## config.mk

```make
export PLATFORM = sky130hd
export DESIGN_NAME = note_seq
export DESIGN_NICKNAME = d
export VERILOG_FILES = /design/src/rtl/note_seq.sv
export SDC_FILE = /design/constraint.sdc
export NUM_CORES = 1
export LEC_CHECK = 0
export CORE_AREA = 2 2 75 70
export DETAILED_ROUTE_END_ITERATION = 7
export DIE_AREA = 0 0 77 72
export DONT_BUFFER_PORTS = 1
export HOLD_SLACK_MARGIN = 0.06
export PLACE_DENSITY = 0.7
export SLEW_MARGIN = 20
export SYNTH_ARGS = -nofsm -noshare
export SYNTH_HDL_FRONTEND = slang
export SYNTH_SLANG_ARGS = --single-unit
export TNS_END_PERCENT = 10
```

## constraint.sdc

```tcl
create_clock -name CLK -period 2.3 [get_ports CLK]
set_input_delay 0.69 -clock CLK [delete_from_list [all_inputs] [get_ports CLK]]
set_output_delay 0.69 -clock CLK [all_outputs]
set_load 0.01 [all_outputs]
```

## src/rtl/note_seq.sv

```systemverilog
// Melody sequencer: walks a note ROM one slot at a time, holding each note
// for TICK_DIV cycles, with pause, restart, loop and end-of-song signalling.
module note_seq #(
   parameter int TICK_DIV = 12500000,
   parameter int ADDR_W   = 8,
   parameter int SONG_LEN = 139
) (
   input  logic              CLK,
   input  logic              RST,
   input  logic              PLAY,
   input  logic              RESTART,
   input  logic              LOOP,
   output logic [ADDR_W-1:0] ROM_ADDR,
   input  logic [3:0]        ROM_DATA,
   output logic [3:0]        INX,
   output logic              NOTE_STB,
   output logic              BUSY,
   output logic              DONE
);

   localparam int                CNT_W     = $clog2(TICK_DIV);
   localparam logic [CNT_W-1:0]  CNT_LAST  = CNT_W'(TICK_DIV - 1);
   localparam logic [ADDR_W-1:0] ADDR_LAST = ADDR_W'(SONG_LEN - 1);

   typedef enum logic [2:0] {
      S_IDLE,
      S_FETCH,
      S_LOAD,
      S_HOLD,
      S_FINISH
   } state_t;

   state_t            state_q, state_d;
   logic [ADDR_W-1:0] addr_q,  addr_d;
   logic [CNT_W-1:0]  cnt_q,   cnt_d;
   logic [3:0]        note_q,  note_d;
   logic [3:0]        inx_q,   inx_d;
   logic              stb_q,   stb_d;
   logic              done_q,  done_d;

   // Next-state and registered-output logic; RESTART overrides everything.
   always_comb begin
      state_d = state_q;
      addr_d  = addr_q;
      cnt_d   = cnt_q;
      note_d  = note_q;
      inx_d   = inx_q;
      stb_d   = 1'b0;
      done_d  = 1'b0;
      if (RESTART) begin
         // INX keeps its current value so the restart has no extra gap
         state_d = S_FETCH;
         addr_d  = '0;
         cnt_d   = '0;
      end else begin
         unique case (state_q)
            S_IDLE: begin
               addr_d = '0;
               inx_d  = 4'd0;
               if (PLAY) state_d = S_FETCH;
            end
            S_FETCH: begin
               // ROM sees addr_q this cycle; data arrives during LOAD
               state_d = S_LOAD;
            end
            S_LOAD: begin
               note_d  = ROM_DATA;
               inx_d   = ROM_DATA;
               stb_d   = 1'b1;
               cnt_d   = '0;
               state_d = S_HOLD;
            end
            S_HOLD: begin
               if (PLAY) begin
                  inx_d = note_q;
                  if (cnt_q == CNT_LAST) begin
                     if (addr_q != ADDR_LAST) begin
                        addr_d  = addr_q + 1'b1;
                        state_d = S_FETCH;
                     end else if (LOOP) begin
                        addr_d  = '0;
                        state_d = S_FETCH;
                     end else begin
                        inx_d   = 4'd0;
                        done_d  = 1'b1;
                        state_d = S_FINISH;
                     end
                  end else begin
                     cnt_d = cnt_q + 1'b1;
                  end
               end else begin
                  // paused: mute output, freeze counter, keep note_q
                  inx_d = 4'd0;
               end
            end
            S_FINISH: begin
               if (!PLAY) begin
                  addr_d  = '0;
                  state_d = S_IDLE;
               end
            end
            default: begin
               addr_d  = '0;
               inx_d   = 4'd0;
               state_d = S_IDLE;
            end
         endcase
      end
   end

   // State and datapath registers with asynchronous clear.
   always_ff @(posedge CLK or posedge RST) begin
      if (RST) begin
         state_q <= S_IDLE;
         addr_q  <= '0;
         cnt_q   <= '0;
         note_q  <= 4'd0;
         inx_q   <= 4'd0;
         stb_q   <= 1'b0;
         done_q  <= 1'b0;
      end else begin
         state_q <= state_d;
         addr_q  <= addr_d;
         cnt_q   <= cnt_d;
         note_q  <= note_d;
         inx_q   <= inx_d;
         stb_q   <= stb_d;
         done_q  <= done_d;
      end
   end

   assign ROM_ADDR = addr_q;
   assign INX      = inx_q;
   assign NOTE_STB = stb_q;
   assign DONE     = done_q;
   assign BUSY     = (state_q == S_FETCH) || (state_q == S_LOAD) ||
                     (state_q == S_HOLD);

endmodule

```

---- Word level (Yosys, flattened, before mapping) ----
Index checks and enable logic that the tools add are counted.
word-level totals
  input port bits ......................... 9
  register bits ........................... 45
  output and inout bits ................... 15
cells by class
  reductions and logical operators ........ 11
  equal/unequal tests ..................... 13
  $add $sub $neg .......................... 2
  muxes and demuxes ....................... 32
  bitwise gates (word level) .............. 2
operators with widths
  operator                                        count
  two-way mux 24 bit                              3
  two-way mux 8 bit                               6
  case mux 24 bit (2 select lines)                1
  adder 24 x 1 -> 24 bit (second input constant)  1
  == test 24 bit (second input constant)          1
  case mux 8 bit (3 select lines)                 1
  two-way mux 3 bit                               7
  two-way mux 4 bit                               4
  inequality test 3 bit (second input constant)   5
  case mux 3 bit (5 select lines)                 1
  case mux 4 bit (3 select lines)                 1
  adder 8 x 1 -> 8 bit (second input constant)    1
  two-way mux 1 bit                               8
  inequality test 8 bit (second input constant)   1
  == test 3 x 2 -> 1 bit (second input constant)  2
  AND reduction 5 bit                             1
  inequality test 4 bit (second input constant)   1
  AND reduction 2 bit                             2
  AND reduction 4 bit                             1
  OR reduction 2 bit                              2
  == test 3 x 1 -> 1 bit (second input constant)  1
  == test 3 bit (second input constant)           1
  logical NOT 3 bit                               1
  AND reduction 3 bit                             1
  other kinds (4)                                 6

---- Depth between registers and ports, before layout ----
  depth after elaboration ................. 6
  depth in mapped cells ................... 7

---- Least setup slack after synthesis ----
OpenSTA, ideal clock, no wires.
  path kind ............................... in2reg
  start ................................... in RESTART
  end ..................................... reg cnt_q[21]
  slack ................................... 0.318 ns
  stages on the path ...................... 5
  buffers on the path ..................... 0
  arrival time ............................ 1.903 ns
  setup time .............................. 0.078 ns
  path through ............................ and4bb_4 > a21oi_2 > nand4_2 > or4_1 > a21oi_1
between the ends
  word-level cells in the longest chain between the ends .. 2
ends and longest elaborated chain
  element                                                                       line  RTL
  start: declaration                                                            11    input logic RESTART,
  inequality test 3 bit (no source line) or nonzero test 3 bit (tied branches)  --
  AND reduction 3 bit (no source line)                                          --
  end signal: assignment                                                        124   cnt_q <= cnt_d;
  end: declaration                                                              35    logic [CNT_W-1:0] cnt_q, cnt_d;
Several ways; a longest one is shown, not always the timed one.
A chain may end at the register's enable or synchronous reset.

---- Worst setup path after layout ----
  start ................................... reg cnt_q[0]
  end ..................................... reg cnt_q[20]
between the ends
  word-level cells in the longest chain between the ends .. 5
ends and longest elaborated chain
  element                           line  RTL
  adder 24 x 1 -> 24 bit            89    cnt_d = cnt_q + 1'b1;
  two-way mux 24 bit                76    if (cnt_q == CNT_LAST) begin
  two-way mux 24 bit                74    if (PLAY) begin
  case mux 24 bit (2 select lines)  56    unique case (state_q)
  two-way mux 24 bit                50    if (RESTART) begin
Several ways; a longest one is shown, not always the timed one. The select of a mux whose other input is x is not followed.

==> flow_metrics.tcl <==
set metrics [dict create \
    result_of_the_run "complete, no violations" \
    fill_cells 451 \
    r2r_setup_slack_ns 0.20 \
    ant_nets 0 \
    worst-path-max-fanout 26 \
    detailroute.via_count 2092 \
    grt_pass1_vias 2097 \
    layout_min_cycle_time_ns 2.10 \
    drv_slew 0 \
    drt-vias-per-instance 6.21 \
    drt-wirelength-per-cell_um 16.4 \
    timing.critical_path.arrival_ns 2.32 \
    max-clock-path-buffers 2 \
    synth_top_cell_area_share 0.440 \
    seq_total_area_yosys 0.440 \
    fmaxAchievable_mhz 475 \
    yosysMostFrequentCell "sky130_fd_sc_hd__dfrtp_1" \
    worst_setup_path_start_kind "register" \
    first_pass_iters 4 \
    h-tree-depth 2 \
    cts_tree "built" \
    die_area_um2 5540 \
    remaining_drc_errors 0 \
    fp-row-count 24 \
    gp_congestion 0.812 \
    final_net_count 283 \
    post_cts.resized_instances 0 \
    synth_cell_types 53 \
    numClockSinks 45 \
    numCtsBuffers 5 \
    clk_pin_slew_ns 0.08 \
    multiInputGateArea_um2 1340 \
    power.static_leakage_nw 1.10 \
    synthesis.area_um2 2560 \
    final_setup_violation_count 0 \
    chipHeight_um 72 \
    detailedPlacementHpwl_um 3890 \
    placement.io_buffers 0 \
    post_cts_setup_buffers 0 \
    synthTopCellsByArea "sky130_fd_sc_hd__dfrtp_1 44%, sky130_fd_sc_hd__a21oi_1 4.1%, sky130_fd_sc_hd__nand3_1 3.5%" \
    required_time_reported_for_the_critical_path_endpoint_ns 2.52 \
    setup.worst_path.end_class "register" \
    grt_start_max_net_pins 29 \
    synth.avg_cell_area_um2 9.52 \
    global_route_wire_length_before_repair_um 9820 \
    clock_insertion_delay_worst_skew_ns 0.30 \
    holdCritPathClass "in2async" \
    ys_seq_elements 45 \
    share_of_final_layout_standard_cells_stronger_than_drive_strength_1 0.129 \
    criticalPathCategory "reg2reg" \
    unrepaired_setup_endpoints_after_global_routing "no" \
    synth_top_area_cell "sky130_fd_sc_hd__dfrtp_1" \
    io-pin-count 24 \
    slew-limit-headroom 0.632 \
    report.final.hold_viol_count 0 \
    synth_ff_type "sky130_fd_sc_hd__dfrtp_1" \
    cts_root_buffer "sky130_fd_sc_hd__clkbuf_8" \
    synth.cells.most_frequent "45 x sky130_fd_sc_hd__dfrtp_1, 22 x sky130_fd_sc_hd__nand2_1, 21 x sky130_fd_sc_hd__a21oi_1, 20 x sky130_fd_sc_hd__nor2_1, 18 x sky130_fd_sc_hd__nand3_1" \
    synth_nets 281 \
    clock-skew-final_ns 0.00399 \
    tightest_slew_ns 0.547 \
    hold_buffers 0 \
    antenna_found_initial 0 \
    syn_inst 269 \
    gr-total-overflow 0 \
    synth_enable_flop_cells 0 \
    postRouteWirelength_um 5540 \
    antennaDiodeCount 0 \
    sequential_cell_area_um2 1130 \
    top_usage_layer "met2" \
    synthToLayoutAreaGrowth_pct 7.23 \
    fin_crit_sh 0.915 \
    powerDensity_nw_per_um2 593 \
    global_route.usage.met2 0.330 \
    initial_core_util 0.540 \
    met3_usage 0.0448 \
    grt_use_total 0.221 \
    synthArstFlopShare 1.00 \
    finish.instance_area_um2 2750 \
    synth_warnings 0 \
    post_dp_cell_area_um2 2630 \
    drt_iter0_drc 189 \
    gr-usage-met1 0.315 \
    coreArea_um2 4740 \
    peakVddDrop_v 0.000357 \
    maximum_capacitance_violations 0 \
    fin_tns_setup_ns 0 \
    die_outline_width_um 77 \
]
-- cell families after synthesis --
logic type               synth area share
multiplexers                       0.0220
buffers and inverters              0.0361
XOR/XNOR                           0.0103
AND/OR/NAND/NOR                     0.287
flip-flops                          0.440
AO/OA/AOI/OAI                       0.191
adder cells (fa/ha/maj)            0.0147
-- flip-flops by register name (all words and copies together), names as in the netlist --
register / cells
INX: 4
state_q: 3
note_q: 4
NOTE_STB: 1
DONE: 1
ROM_ADDR: 8
cnt_q: 24
-- power by group --
| group | total [mW] | switching [mW] | internal (mW) |
|---|---|---|---|
| logic | 0.143 | 0.0868 | 0.0559 |
| clock network | 0.622 | 0.268 | 0.354 |
| registers | 0.864 | 0.0348 | 0.830 |
| total | 1.63 | 0.390 | 1.24 |
-- placed cells by master (no fill, tap or decap), types with 3 or more instances in the layout --
master,netlist,final
sky130_fd_sc_hd__nor4bb_1,3,3
sky130_fd_sc_hd__or4_1,11,11
sky130_fd_sc_hd__a31oi_1,7,7
sky130_fd_sc_hd__ha_1,3,3
sky130_fd_sc_hd__nor3_1,3,3
sky130_fd_sc_hd__nand3_1,18,18
sky130_fd_sc_hd__or3_1,10,10
sky130_fd_sc_hd__mux2_2,5,5
sky130_fd_sc_hd__nand2_1,22,22
sky130_fd_sc_hd__inv_1,4,3
sky130_fd_sc_hd__o2bb2ai_1,4,4
sky130_fd_sc_hd__nor2_1,20,20
sky130_fd_sc_hd__buf_4,1,6
sky130_fd_sc_hd__dfrtp_1,45,45
sky130_fd_sc_hd__a21o_1,6,6
sky130_fd_sc_hd__nand2b_1,6,6
sky130_fd_sc_hd__nand4_1,8,8
sky130_fd_sc_hd__o31ai_1,12,12
sky130_fd_sc_hd__nor4_1,3,3
sky130_fd_sc_hd__clkbuf_8,0,6
sky130_fd_sc_hd__a21oi_1,21,21
sky130_fd_sc_hd__o21ai_0,14,14
-- worst paths after layout --
kind	start	to	cells past startpoint
worst max-delay path	cnt_q[0]	cnt_q[20]	7
min in group CLK	RESTART	state_q[1]	1
worst min-delay path	RST	INX[3]	1
worst max register to register	cnt_q[0]	cnt_q[20]	7
max in group asynchronous	RST	cnt_q[15]	2
worst min register to register	note_q[3]	note_q[3]	1
-- layer usage --
metal  up-vias  wire (um)
met1      1012       2810
li1       1027          -
met4         0         99
met5         -          0
met3        10        223
met2        43       2410
-- worst max-delay path: stages, from the launching register on --
cell and delay (ns):
sky130_fd_sc_hd__dfrtp_1 0.42, sky130_fd_sc_hd__ha_1 0.30, sky130_fd_sc_hd__nand4_1 0.16, sky130_fd_sc_hd__nor3_1 0.09, sky130_fd_sc_hd__a21o_1 0.18, sky130_fd_sc_hd__buf_4 0.21
sky130_fd_sc_hd__or4_1 0.48, sky130_fd_sc_hd__a21oi_1 0.18
-- layout make-up --
cell class | count | area share
repair buffers | 7 | 0.0237
clock buffers | 7 | 0.0314
flip-flops and latches | 45 | 0.410
multi-input cells | 208 | 0.489
well taps | 65 | 0.0296
clock inverters | 1 | 0.0109
inverters | 4 | 0.00547
-- stage by stage --
step / power (mW) / utilization / hold WS, ns / worst slack [ns] / instances
after detailed placement: 1.02 / 0.554 / 0.499 / 0.123 / 329
after global routing: 1.69 / 0.579 / 0.281 / 0.0592 / 337
after floorplan: 0.991 / - / 0.480 / 0.318 / 269
after CTS: 1.64 / 0.579 / 0.261 / 0.192 / 337
after global placement: 1.02 / 0.554 / 0.488 / 0.222 / 329
final: 1.63 / 0.579 / 0.254 / 0.196 / 337
No activity file was read; power rests on OpenSTA's default activity.
